--- src/rtl/xxx_fill_gen.sv ---
// xxx_fill_gen: enable-driven (address, data) word-stream generator; data is a
// progressive all-ones fill that widens by ceil(DATA_WIDTH/4) bits per word.
module xxx_fill_gen #(
    parameter int ADDR_WIDTH = 8,
    parameter int DATA_WIDTH = 8
) (
    input  logic                  clk_i,
    input  logic                  rst_n_i,
    input  logic                  dft_tm_i,
    input  logic                  xxx_en_i,
    output logic                  xxx_dt_valid_o,
    output logic [ADDR_WIDTH-1:0] xxx_addr_o,
    output logic [DATA_WIDTH-1:0] xxx_dt_o
);
    localparam int F = (DATA_WIDTH + 3) / 4;
    localparam logic [DATA_WIDTH-1:0] FILL = {DATA_WIDTH{1'b1}} >> (DATA_WIDTH - F);

    typedef enum logic [1:0] {IDLE, RUN, DONE} state_t;

    state_t                  state_q, state_d;
    logic                    valid_q, valid_d;
    logic [ADDR_WIDTH-1:0]   addr_q, addr_d;
    logic [DATA_WIDTH-1:0]   data_q, data_d;
    logic                    stop;

    // Test mode behaves exactly like a dropped enable.
    assign stop = !xxx_en_i || dft_tm_i;

    always_comb begin
        state_d = state_q;
        valid_d = 1'b0;
        addr_d  = addr_q;
        data_d  = data_q;
        if (stop) begin
            state_d = IDLE;
            addr_d  = '0;
            data_d  = '0;
        end else begin
            case (state_q)
                IDLE: begin
                    state_d = RUN;
                    valid_d = 1'b1;
                    addr_d  = '0;
                    data_d  = FILL;
                end
                RUN: begin
                    if (&addr_q) begin
                        state_d = DONE;
                    end else begin
                        valid_d = 1'b1;
                        addr_d  = addr_q + ADDR_WIDTH'(1);
                        data_d  = (data_q << F) | FILL;
                    end
                end
                default: state_d = DONE;
            endcase
        end
    end

    always_ff @(posedge clk_i or negedge rst_n_i) begin
        if (!rst_n_i) begin
            state_q <= IDLE;
            valid_q <= 1'b0;
            addr_q  <= '0;
            data_q  <= '0;
        end else begin
            state_q <= state_d;
            valid_q <= valid_d;
            addr_q  <= addr_d;
            data_q  <= data_d;
        end
    end

    assign xxx_dt_valid_o = valid_q;
    assign xxx_addr_o     = addr_q;
    assign xxx_dt_o       = data_q;
endmodule

--- config.mk ---
export PLATFORM = sky130hd
export DESIGN_NAME = xxx_fill_gen
export DESIGN_NICKNAME = d
export VERILOG_FILES = /design/src/rtl/xxx_fill_gen.sv
export SDC_FILE = /design/constraint.sdc
export NUM_CORES = 1
export LEC_CHECK = 0
export CAP_MARGIN = 40
export CELL_PAD_IN_SITES_DETAIL_PLACEMENT = 2
export CELL_PAD_IN_SITES_GLOBAL_PLACEMENT = 2
export CORE_ASPECT_RATIO = 1.2
export CORE_UTILIZATION = 26
export CTS_CLUSTER_DIAMETER = 30
export DETAILED_ROUTE_END_ITERATION = 16
export PLACE_DENSITY = 0.81
export SYNTH_ARGS = -nofsm -noshare
export SYNTH_HDL_FRONTEND = slang
export SYNTH_SLANG_ARGS = --single-unit
--- constraint.sdc ---
create_clock -name clk_i -period 1.9 [get_ports clk_i]
set_clock_uncertainty 0.15 [all_clocks]
set_input_delay 0.475 -clock clk_i [delete_from_list [all_inputs] [get_ports clk_i]]
set_output_delay 0.475 -clock clk_i [all_outputs]
set_load 0.03 [all_outputs]
-- After elaboration in Yosys (flattened, before gate mapping)
Cells that the tools add are included.
- output and inout bits: 17
- register bits after elaboration: 19
- input bits: 4
- logic and storage cells: 26
- equal/unequal tests: 3
- reductions and logical operators: 6
- mux-type cells: 12
- $add $sub $neg: 1
- operators by type and width (kind ; number):
    two-way mux 8 bit ; 4
    one-hot mux 8 bit (2 select lines) ; 2
    adder 8 x 1 -> 8 bit (second input constant) ; 1
    AND reduction 8 bit ; 1
    inequality test 3 bit (second input constant) ; 2
    two-way mux 2 bit ; 2
    one-hot mux 2 bit (2 select lines) ; 1
    nonzero test 3 bit ; 1
    equality test 2 x 1 -> 1 bit (second input constant) ; 1
    logical NOT 2 bit ; 1
    two-way mux 1 bit ; 2
    one-hot mux 1 bit (2 select lines) ; 1
    AND reduction 2 bit ; 1
    logical NOT 1 bit ; 1
    logical OR 1 bit ; 1

-- Logic depth before layout (Yosys ltp)
Gate-level depths: netlist (run 1).
- depth in word-level cells: 4
- gate-level depth with buffers: 6
- mapped depth without buffers: 5

-- Worst setup path after synthesis (run 1)
Ideal clock, no wire load.
- path type: reg2reg
- from: register addr_q[0] (netlist: xxx_addr_o[0])
- to: register addr_q[3] (netlist: xxx_addr_o[3])
- path buffers: 1
- stages on the path, launching flop included: 7
- period minus slack after synthesis: 2.036 ns
- setup time: 0.063 ns
- slack: -0.136 ns
- arrival time: 1.822 ns
- path through: dfrtp_1 -> ha_1 -> and3_1 -> buf_6 -> a2111oi_4 -> and3_1 -> a211o_2
- longest elaborated chain between the ends: 4
- elaborated cells between the ends (all ways): 7
- those cells by class: 1 x add/sub; 1 x eq/ne; 3 x mux; 2 x reduce/logical
- RTL lines (element ; RTL line ; text):
    from (decl) ; 22 ; logic [ADDR_WIDTH-1:0] addr_q, addr_d;
    from (signal assigned) ; 69 ; addr_q <= addr_d;
    adder 8 x 1 -> 8 bit ; 51 ; addr_d = addr_q + ADDR_WIDTH'(1);
    two-way mux 8 bit ; 47 ; if (&addr_q) begin
    one-hot mux 8 bit (2 select lines) ; 39 ; case (state_q)
    two-way mux 8 bit ; 34 ; if (stop) begin
Several ways; a longest one is shown, not always the timed one. The select of a mux whose other input is x is not followed.
A chain may end at the register's enable or synchronous reset.

-- Worst setup path in the final report (run 1)
- from: input port dft_tm_i
- to: register addr_q[2] (netlist: xxx_addr_o[2])
- longest elaborated chain between the ends: 3
- elaborated cells between the ends (all ways): 5
- those cells by class: 1 x eq/ne; 1 x mux; 3 x reduce/logical
- RTL lines (element ; RTL line ; text):
    from (decl) ; 9 ; input logic dft_tm_i,
    logical OR 1 bit * ; 27 ; assign stop = !xxx_en_i || dft_tm_i;
    inequality test 3 bit (no line) or nonzero test 3 bit (tied branches) ; n/a ;
    AND reduction 2 bit (no line) ; n/a ;
Mark *: on every way between the ends. The rest lies on a longest branch, timed or not.

==> impl_metrics.py, run 1 <==
metrics = {
    "clock_tree": {
        "ctsHtreeMaxLevel": 1,
        "insertion_delay_ns": 0.30,
        "clk_pin_slew_ns": 0.10,
        "cts_tree": "built",
        "clock-root-buffer": "clkbuf_4",
        "hold_buffers": 0,
        "numCtsBuffers": 3,
        "clock-sinks": 15,
        "cts_buffer_depth": 2,
    },
    "power": {
        "power.leakage_nw": 0.545,
        "power_w": 0.000570,
        "vdd_ir_drop_max_v": 0.000249,
        "pwr_density_cell_nw_per_um2": 543,
    },
    "yosys": {
        "yosysTopAreaCell": "dfrtp_1",
        "synth_top_area_share_pct": 51.1,
        "synth-edff-count": 0,
        "synth_top_family_by_area": "compound AO/OA/AOI/OAI gates",
        "synth.area.top_cells": "dfrtp_1 (51%), a22o_1 (7.2%), buf_4 (4.1%)",
        "yosysSeqAreaShare_pct": 51.1,
        "netlist_area_um2": 734,
        "syn_avg_cell_area_um2": 11.8,
        "async_flop_share_pct": 100,
        "netlist-cell-type-count": 30,
        "synth_xor_area_share_pct": 1.19,
        "synth-simple-area-share_pct": 13.6,
        "synth_flop_cell": "dfrtp_1",
        "synthCells": 62,
        "synthAdderAreaFrac_pct": 1.70,
        "muxShareOfSynthArea_pct": 1.53,
        "yosysWarningCount": 0,
        "synth-seq-cells": 15,
        "synthesis.nets": 67,
        "synth-compound-area-share_pct": 24.2,
    },
    "routing": {
        "vias": 630,
        "drc": 0,
        "antenna_left": 0,
        "wl_per_cell_um": 15.9,
        "first_pass_iters": 3,
        "routed_wl_mm": 1.94,
        "drtIter0Drc": 7,
        "via_per_inst": 5.16,
    },
    "setup_path": {
        "cp.arrival_ns": 1.96,
        "crit_type": "primary input to register",
        "crit_required_ns": 2.00,
        "endpoint_kind": "register",
        "cp-start-kind": "primary input",
        "path_max_fanout": 6,
    },
    "run_status": {
        "status": "completed",
    },
    "sta": {
        "max_slew_margin_pct": 79.2,
        "min_period_over_period_pct": 98.2,
        "hold_violations": 0,
        "final_max_slew_viol_count": 0,
        "rsz0062_at_grt": "true",
        "finalSetupViolations": 0,
        "worst_pin_slew_ns": 0.313,
        "fmaxAchievable_ghz": 0.536,
        "min_period_ns": 1.87,
    },
    "place": {
        "portBuffers": 20,
        "placed_cells_incl_taps": 117,
        "placed_area_um2": 1020,
        "dp_hpwl_mm": 1.45,
        "gp_congestion": 0.725,
    },
    "final_layout": {
        "drive_above_1_share_pct": 27.0,
        "fin_nets": 95,
        "diodes": 0,
        "final_cell_mix": "dlygate4sd2_1 (17), dfrtp_1 (13), buf_4 (9), a22o_1 (6)",
        "final_common_cell": "dlygate4sd2_1",
        "synthToLayoutAreaGrowth_pct": 42.9,
        "fin_area_um2": 1050,
        "fillCellCount": 295,
        "instances_no_fill": 122,
        "seqCellArea_um2": 378,
        "post-route-util_pct": 40.3,
        "multiInputGateArea_um2": 353,
    },
    "global_route": {
        "grt_use_total_pct": 14.6,
        "grt_pass1_vias": 658,
        "grt_pass1_wl_mm": 3.23,
        "grt.overflow.total": 0,
        "grt_max_degree": 16,
        "antenna_found_initial": 0,
    },
    "floorplanning": {
        "die_area_um2": 3040,
        "row_count": 20,
        "ios": 21,
        "die_x_um": 50.5,
        "initial_utilization_pct": 28.2,
        "fp.dieH_um": 60.2,
        "core_area_um2": 2600,
    },
    "hold_path": {
        "min_path_type": "primary input to async pin",
    },
    "job": {
        "drv_cap": 0,
    },
}
[worst max-delay path: stages]
cell             delay, ns
clkdlybuf4s50_1       0.39
nand2b_1              0.22
a2111o_1              0.54
nor3b_1               0.22
a21o_1                0.12
[path summary, 6_finish.rpt]
path                       cells after the start                      start                        end  slack, ns
max                                            5                   dft_tm_i  xxx_addr_o[2]$_DFFE_PN0P_       0.03
min                                            2                    rst_n_i  xxx_addr_o[0]$_DFFE_PN0P_       0.33
max reg2reg                                    5  xxx_addr_o[1]$_DFFE_PN0P_  xxx_addr_o[2]$_DFFE_PN0P_       0.04
min reg2reg                                    1    xxx_dt_o[6]$_DFFE_PN0P_    xxx_dt_o[6]$_DFFE_PN0P_       0.39
max in group asynchronous                      2                    rst_n_i   xxx_dt_valid_o$_DFF_PN0_       1.08
min in group clk_i                             1    xxx_dt_o[6]$_DFFE_PN0P_    xxx_dt_o[6]$_DFFE_PN0P_       0.39
[cell usage after synthesis, types with 2 or more instances]
cell,number
nor2_1,2
nand3_1,2
o22ai_1,2
dfrtp_1,15
buf_4,4
a21o_1,2
and3_1,3
a311oi_1,2
nand2_1,2
nor3_1,3
a22o_1,6
[metrics by stage]
step           hold WS [ns]   TNS, ns  setup WS (ns)
2_1_floorplan        0.0294         0         0.0181
3_3_place_gp          0.360     -2.17         -0.219
3_5_place_dp          0.378     -2.86         -0.305
4_1_cts               0.331         0         0.0101
5_1_grt               0.340  -0.00824       -0.00551
6_report              0.331         0         0.0340
[final cells by class]
type	count	share of cell area, %
flip-flops and latches	15	36.0
repair buffers	29	23.5
clock buffers	3	2.15
well taps	33	3.93
multi-input cells	40	33.6
inverters	1	0.358
clock inverters	1	0.477
[cell families after synthesis]
logic type                 after synthesis
muxes                                    1
and+or+nand+nor                         18
DFF                                     15
AOI/OAI and AO/OA                       19
buffers and inverters                    7
xor gates and xnor gates                 1
adders and majority gates                1
[layer usage]
metal,up-vias,track usage (%),share of wire [%]
li1,289,-,-
met4,0,7.14,1.9
met2,16,26.7,52
met1,323,16.9,43
met3,2,1.53,3.2
met5,-,0,0
[sequential cells by signal, indices dropped and copies added (netlist names)]
| signal | cells |
|---|---|
| xxx_dt_o | 4 |
| xxx_addr_o | 8 |
| state_q | 2 |
| xxx_dt_valid_o | 1 |
[where the power goes]
group / internal (W) / switching (W)
combinational: 0.0000208 / 0.0000285
sequential: 0.000323 / 0.00000436
clock: 0.0000785 / 0.000114
[timing repair]
item,CTS,global route
endpoints found under the hold margin,0,0
resized for setup,17,3
buffers inserted,0,1
endpoints found under the setup margin,17,4
pin swaps,0,1
Note: power is estimated with default switching activity, not from simulation.
==> run 2: changes to the inputs <==
Settings changed: GPL_ROUTABILITY_DRIVEN set to 0, SKIP_CTS_REPAIR_TIMING set to 1.
==> run 2 against run 1 <==
Against the previous run: hold slack better by 0.0011 ns; count of clock-buffer cells in the layout stayed put; via count fell by 0.48%; non-clock buffer count did not move; power rose by 0.95%; register-to-register slack about the same; global-route usage is 0.16 points higher; sequential cell count did not move; largest cell class unchanged.
==> impl_metrics.py, run 2 (synthesized netlist as in run 1, its figures left out) <==
metrics = {
    "sta": {
        "whs_ns": 0.332,
        "rsz0062_at_grt": "true",
        "final_max_slew_viol_count": 0,
        "max_slew_margin_pct": 77.4,
        "min_period_over_period_pct": 98.2,
        "finalSetupViolations": 0,
        "finalSetupTns_ns": 0,
        "worst_pin_slew_ns": 0.338,
        "min_period_ns": 1.87,
        "hold_violations": 0,
        "fmaxAchievable_ghz": 0.536,
    },
    "setup_path": {
        "critPathSlowestCell": "a2111o_1",
        "r2r-start": "xxx_addr_o[1]$_DFFE_PN0P_",
        "crit_required_ns": 2.00,
        "cp_top_family": "compound AO/OA/AOI/OAI gates",
        "crit_start": "dft_tm_i",
        "endpoint_kind": "register",
        "cp.arrival_ns": 1.96,
        "r2r_slack_ns": 0.04,
        "path_cells": "clkdlybuf4s50_1 > nand2b_1 > a2111o_1 > nor3b_1 > a21o_1",
        "cp_num_buf_inv": 1,
        "crit_type": "primary input to register",
        "critPathMaxStageDelay_ns": 0.54,
        "endpoint": "xxx_addr_o[2]$_DFFE_PN0P_",
        "r2r_end": "xxx_addr_o[2]$_DFFE_PN0P_",
        "crit_cells": 5,
        "cp-start-kind": "primary input",
        "reg2regPathDepth": 5,
        "path_max_fanout": 6,
    },
    "clock_tree": {
        "clk_pin_slew_ns": 0.10,
        "numCtsBuffers": 3,
        "insertion_delay_ns": 0.30,
        "clock-sinks": 15,
        "clock-root-buffer": "clkbuf_4",
        "ctsHtreeMaxLevel": 1,
        "cts_tree": "built",
        "cts_buffer_depth": 2,
    },
    "final_layout": {
        "seqCellArea_um2": 378,
        "synthToLayoutAreaGrowth_pct": 51.6,
        "fin_nets": 95,
        "drive_above_1_share_pct": 27.0,
        "largest_reg_flops": 8,
        "diodes": 0,
        "fillCellCount": 279,
        "instances_no_fill": 122,
        "multiInputGateArea_um2": 353,
        "final_common_cell": "dlymetal6s2s_1",
        "final_cell_mix": "dlymetal6s2s_1 (17), dfrtp_1 (13), buf_4 (9), a22o_1 (6)",
        "post-route-util_pct": 42.8,
    },
    "routing": {
        "drtIter0Drc": 7,
        "antenna_left": 0,
        "first_pass_iters": 2,
        "via_per_inst": 5.14,
        "drc": 0,
        "vias": 627,
        "wl_per_cell_um": 16.9,
        "routed_wl_mm": 2.06,
    },
    "floorplanning": {
        "initial_utilization_pct": 28.2,
        "row_count": 20,
        "fp.dieH_um": 60.2,
        "die_area_um2": 3040,
        "die_x_um": 50.5,
        "ios": 21,
        "core_area_um2": 2600,
    },
    "power": {
        "p_int_w": 0.000425,
        "vdd_ir_drop_max_v": 0.000235,
        "p_switching_w": 0.000150,
        "power.leakage_nw": 0.771,
        "pwr_density_cell_nw_per_um2": 516,
        "pwr-share-clk_pct": 34.0,
        "p_seq_share_pct": 57.0,
        "switching_share_pct": 26.1,
        "p_comb_share_pct": 9.0,
    },
    "global_route": {
        "grt.overflow.total": 0,
        "grt_use_total_pct": 14.8,
        "grt_pass1_vias": 675,
        "grt_pass1_wl_mm": 3.28,
        "antenna_found_initial": 0,
        "grt_max_degree": 16,
    },
    "job": {
        "drv_cap": 0,
    },
    "hold_path": {
        "min_path_type": "primary input to async pin",
    },
    "run_status": {
        "status": "completed",
    },
    "place": {
        "dp_hpwl_mm": 1.45,
        "portBuffers": 20,
        "placed_cells_incl_taps": 117,
    },
}
-- run 2: changes by cell type in the layout (fill, tap and decap cells not counted), sizes merged --
cell	change
dlymetal6s2s	+17
dlygate4sd2	-17
-- run 2: cell type report --
| class | count | area share (%) |
|---|---|---|
| flip-flops and latches | 15 | 33.9 |
| clock buffers | 3 | 2.02 |
| repair buffers | 29 | 27.9 |
| inverters | 1 | 0.337 |
| clock inverters | 1 | 0.449 |
| well taps | 33 | 3.71 |
| multi-input cells | 40 | 31.7 |
-- run 2: stage by stage --
stage          instance area [um2]  worst slack (ns)  power (W)
2_1_floorplan                  763            0.0181   0.000356
3_3_place_gp                  1020            -0.219   0.000383
3_5_place_dp                  1020            -0.305   0.000386
4_1_cts                       1050            -0.194   0.000585
5_1_grt                       1110          -0.00462   0.000599
6_report                      1110            0.0349   0.000575
-- run 2: power groups by stage --
stage	Sequential (W)	Combinational (W)	Clock [W]
final	0.000328	0.0000518	0.000195
after global routing	0.000328	0.0000558	0.000214
after CTS	0.000328	0.0000519	0.000205
after global placement	0.000334	0.0000497	0
after floorplan	0.000340	0.0000165	0
after detailed placement	0.000334	0.0000516	0
-- run 2: routing by layer --
metal / GRT usage [%] / vias to the layer above / wire [um]
li1: - / 291 / -
met1: 17.3 / 318 / 891
met2: 26.7 / 16 / 1070
met3: 1.53 / 2 / 64
met4: 7.14 / 0 / 35
met5: 0 / - / 0
-- run 2: worst min path at each step --
stage / start / endpoint / slack, ns / depth (start not counted)
final: rst_n_i / xxx_addr_o[0]$_DFFE_PN0P_ / 0.33 / 2
after global routing: rst_n_i / xxx_addr_o[3]$_DFFE_PN0P_ / 0.34 / 2
after CTS: rst_n_i / xxx_addr_o[3]$_DFFE_PN0P_ / 0.33 / 2
after detailed placement: xxx_addr_o[5]$_DFFE_PN0P_ / xxx_addr_o[5]$_DFFE_PN0P_ / 0.38 / 1
after global placement: xxx_dt_o[6]$_DFFE_PN0P_ / xxx_dt_o[6]$_DFFE_PN0P_ / 0.36 / 1
after floorplan: rst_n_i / state_q[0]$_DFFE_PN0P_ / 0.03 / 0
-- run 2: worst reg2reg max path: cells and delay by family, from the launching register on --
family | cells | cell delay (ns)
adders and majority gates | 1 | 0.18
AOI/OAI and AO/OA | 2 | 0.61
DFF | 1 | 0.45
and+or+nand+nor | 2 | 0.41
==> run 3: changes to the inputs <==
Settings changed: ABC_CLOCK_PERIOD_IN_PS set to 1900, SETUP_SLACK_MARGIN set to 0.1.
==> run 3 against run 2 <==
Against the previous run: sequential cell count is the same; hold slack lost 0.048 ns; non-clock buffer count is 2 higher; critical path depth stayed put; final area increased by 3.9%; setup slack better by 0.015 ns; register-to-register slack is essentially flat; die area did not move; global-route usage grew 0.28 points; critical path type is now register to register; highest routed layer unchanged.
==> impl_metrics.py, run 3 (synthesized netlist as in run 1, its figures left out) <==
metrics = {
    "setup_path": {
        "path_cells": "ha_4 > and3_4 > a2111o_1 > nor3_2 > a211o_1",
        "path_max_fanout": 6,
        "r2r-start": "xxx_addr_o[1]$_DFFE_PN0P_",
        "crit_type": "register to register",
        "cp.arrival_ns": 1.94,
        "critPathSlowestCell": "a2111o_1",
        "endpoint_kind": "register",
        "cp_top_family": "compound AO/OA/AOI/OAI gates",
        "r2r_end": "xxx_addr_o[6]$_DFFE_PN0P_",
        "r2r_slack_ns": 0.05,
        "reg2regPathDepth": 5,
        "critPathMaxStageDelay_ns": 0.51,
        "cp-start-kind": "register",
        "cp_num_buf_inv": 0,
        "crit_required_ns": 1.99,
    },
    "sta": {
        "whs_ns": 0.284,
        "fmaxAchievable_ghz": 0.540,
        "rsz0062_at_grt": "true",
        "min_period_over_period_pct": 97.4,
        "max_slew_margin_pct": 73.0,
        "finalSetupViolations": 0,
        "final_max_slew_viol_count": 0,
        "hold_violations": 0,
        "min_period_ns": 1.85,
        "worst_pin_slew_ns": 0.405,
    },
    "routing": {
        "vias": 643,
        "via_per_inst": 5.19,
        "wl_per_cell_um": 16.9,
        "first_pass_iters": 2,
        "drtIter0Drc": 3,
        "antenna_left": 0,
        "routed_wl_mm": 2.10,
        "drc": 0,
    },
    "clock_tree": {
        "numCtsBuffers": 3,
        "clock-sinks": 15,
        "cts_tree": "built",
        "clock-root-buffer": "clkbuf_4",
        "ctsHtreeMaxLevel": 1,
        "insertion_delay_ns": 0.29,
        "clk_pin_slew_ns": 0.09,
        "cts_buffer_depth": 2,
    },
    "global_route": {
        "grt.overflow.total": 0,
        "grt_pass1_wl_mm": 3.34,
        "grt_pass1_vias": 711,
        "grt_max_degree": 11,
        "grt_use_total_pct": 15.0,
        "antenna_found_initial": 0,
    },
    "floorplanning": {
        "die_area_um2": 3040,
        "die_x_um": 50.5,
        "core_area_um2": 2600,
        "ios": 21,
        "fp.dieH_um": 60.2,
        "initial_utilization_pct": 28.2,
        "row_count": 20,
    },
    "hold_path": {
        "min_path_type": "primary input to async pin",
    },
    "final_layout": {
        "instances_no_fill": 124,
        "multiInputGateArea_um2": 382,
        "final_cell_mix": "dlymetal6s2s_1 (17), dfrtp_1 (13), buf_4 (11), a22o_1 (6)",
        "synthToLayoutAreaGrowth_pct": 57.6,
        "fillCellCount": 273,
        "largest_reg_flops": 8,
        "drive_above_1_share_pct": 35.2,
        "diodes": 0,
        "seqCellArea_um2": 378,
        "final_common_cell": "dlymetal6s2s_1",
        "fin_nets": 97,
    },
    "job": {
        "drv_cap": 0,
    },
    "power": {
        "power.leakage_nw": 0.785,
        "vdd_ir_drop_max_v": 0.000304,
        "pwr_density_cell_nw_per_um2": 495,
    },
    "place": {
        "placed_cells_incl_taps": 117,
        "dp_hpwl_mm": 1.43,
        "portBuffers": 20,
    },
    "run_status": {
        "status": "completed",
    },
}
-- run 3: layer usage --
metal	GRT usage [%]	vias up	part of all wire [%]
li1	-	295	-
met1	17.2	328	42
met2	27.8	17	54
met3	2.29	3	3.1
met4	5.95	0	1.1
met5	0	-	0
-- run 3: worst register-to-register path, cell delays in order, from the launching register on --
cell and delay [ns]:
dfrtp_2 0.45, ha_4 0.18, and3_4 0.18, a2111o_1 0.51, nor3_2 0.20, a211o_1 0.12
-- run 3: layout make-up --
cell class	count	area share, %
clock buffers	3	1.95
clock inverters	1	0.432
inverters	1	0.324
multi-input cells	40	33.0
flip-flops and latches	15	32.6
well taps	33	3.57
repair buffers	31	28.1
-- run 3: through the flow --
step / util [%] / TNS [ns] / power, W / setup slack [ns] / area, um2
finish: 44.5 / 0 / 0.000573 / 0.0495 / 1160
detailed placement: 39.4 / -2.88 / 0.000387 / -0.305 / 1020
CTS: 40.4 / -2.15 / 0.000576 / -0.190 / 1050
global placement: 39.4 / -2.58 / 0.000385 / -0.254 / 1020
floorplan: - / 0 / 0.000356 / 0.0229 / 768
global route: 44.5 / -0.0364 / 0.000595 / -0.0364 / 1160
-- run 3: how the worst max path moves through the flow --
stage	from	to	slack [ns]	depth (start not counted)
after global placement	dft_tm_i	xxx_addr_o[0]$_DFFE_PN0P_	-0.25	5
after global routing	xxx_addr_o[1]$_DFFE_PN0P_	xxx_addr_o[6]$_DFFE_PN0P_	-0.04	5
after detailed placement	dft_tm_i	xxx_addr_o[3]$_DFFE_PN0P_	-0.30	5
after floorplan	xxx_addr_o[1]$_DFFE_PN0P_	xxx_addr_o[6]$_DFFE_PN0P_	0.02	6
after CTS	xxx_addr_o[2]$_DFFE_PN0P_	xxx_addr_o[2]	-0.19	1
final	xxx_addr_o[1]$_DFFE_PN0P_	xxx_addr_o[6]$_DFFE_PN0P_	0.05	5
-- run 3: where the power goes --
| part | total, W | internal, W | switching, W |
|---|---|---|---|
| logic | 0.0000551 | 0.0000254 | 0.0000296 |
| registers | 0.000328 | 0.000323 | 0.00000439 |
| clock network | 0.000190 | 0.0000784 | 0.000112 |
| total | 0.000573 | 0.000427 | 0.000146 |
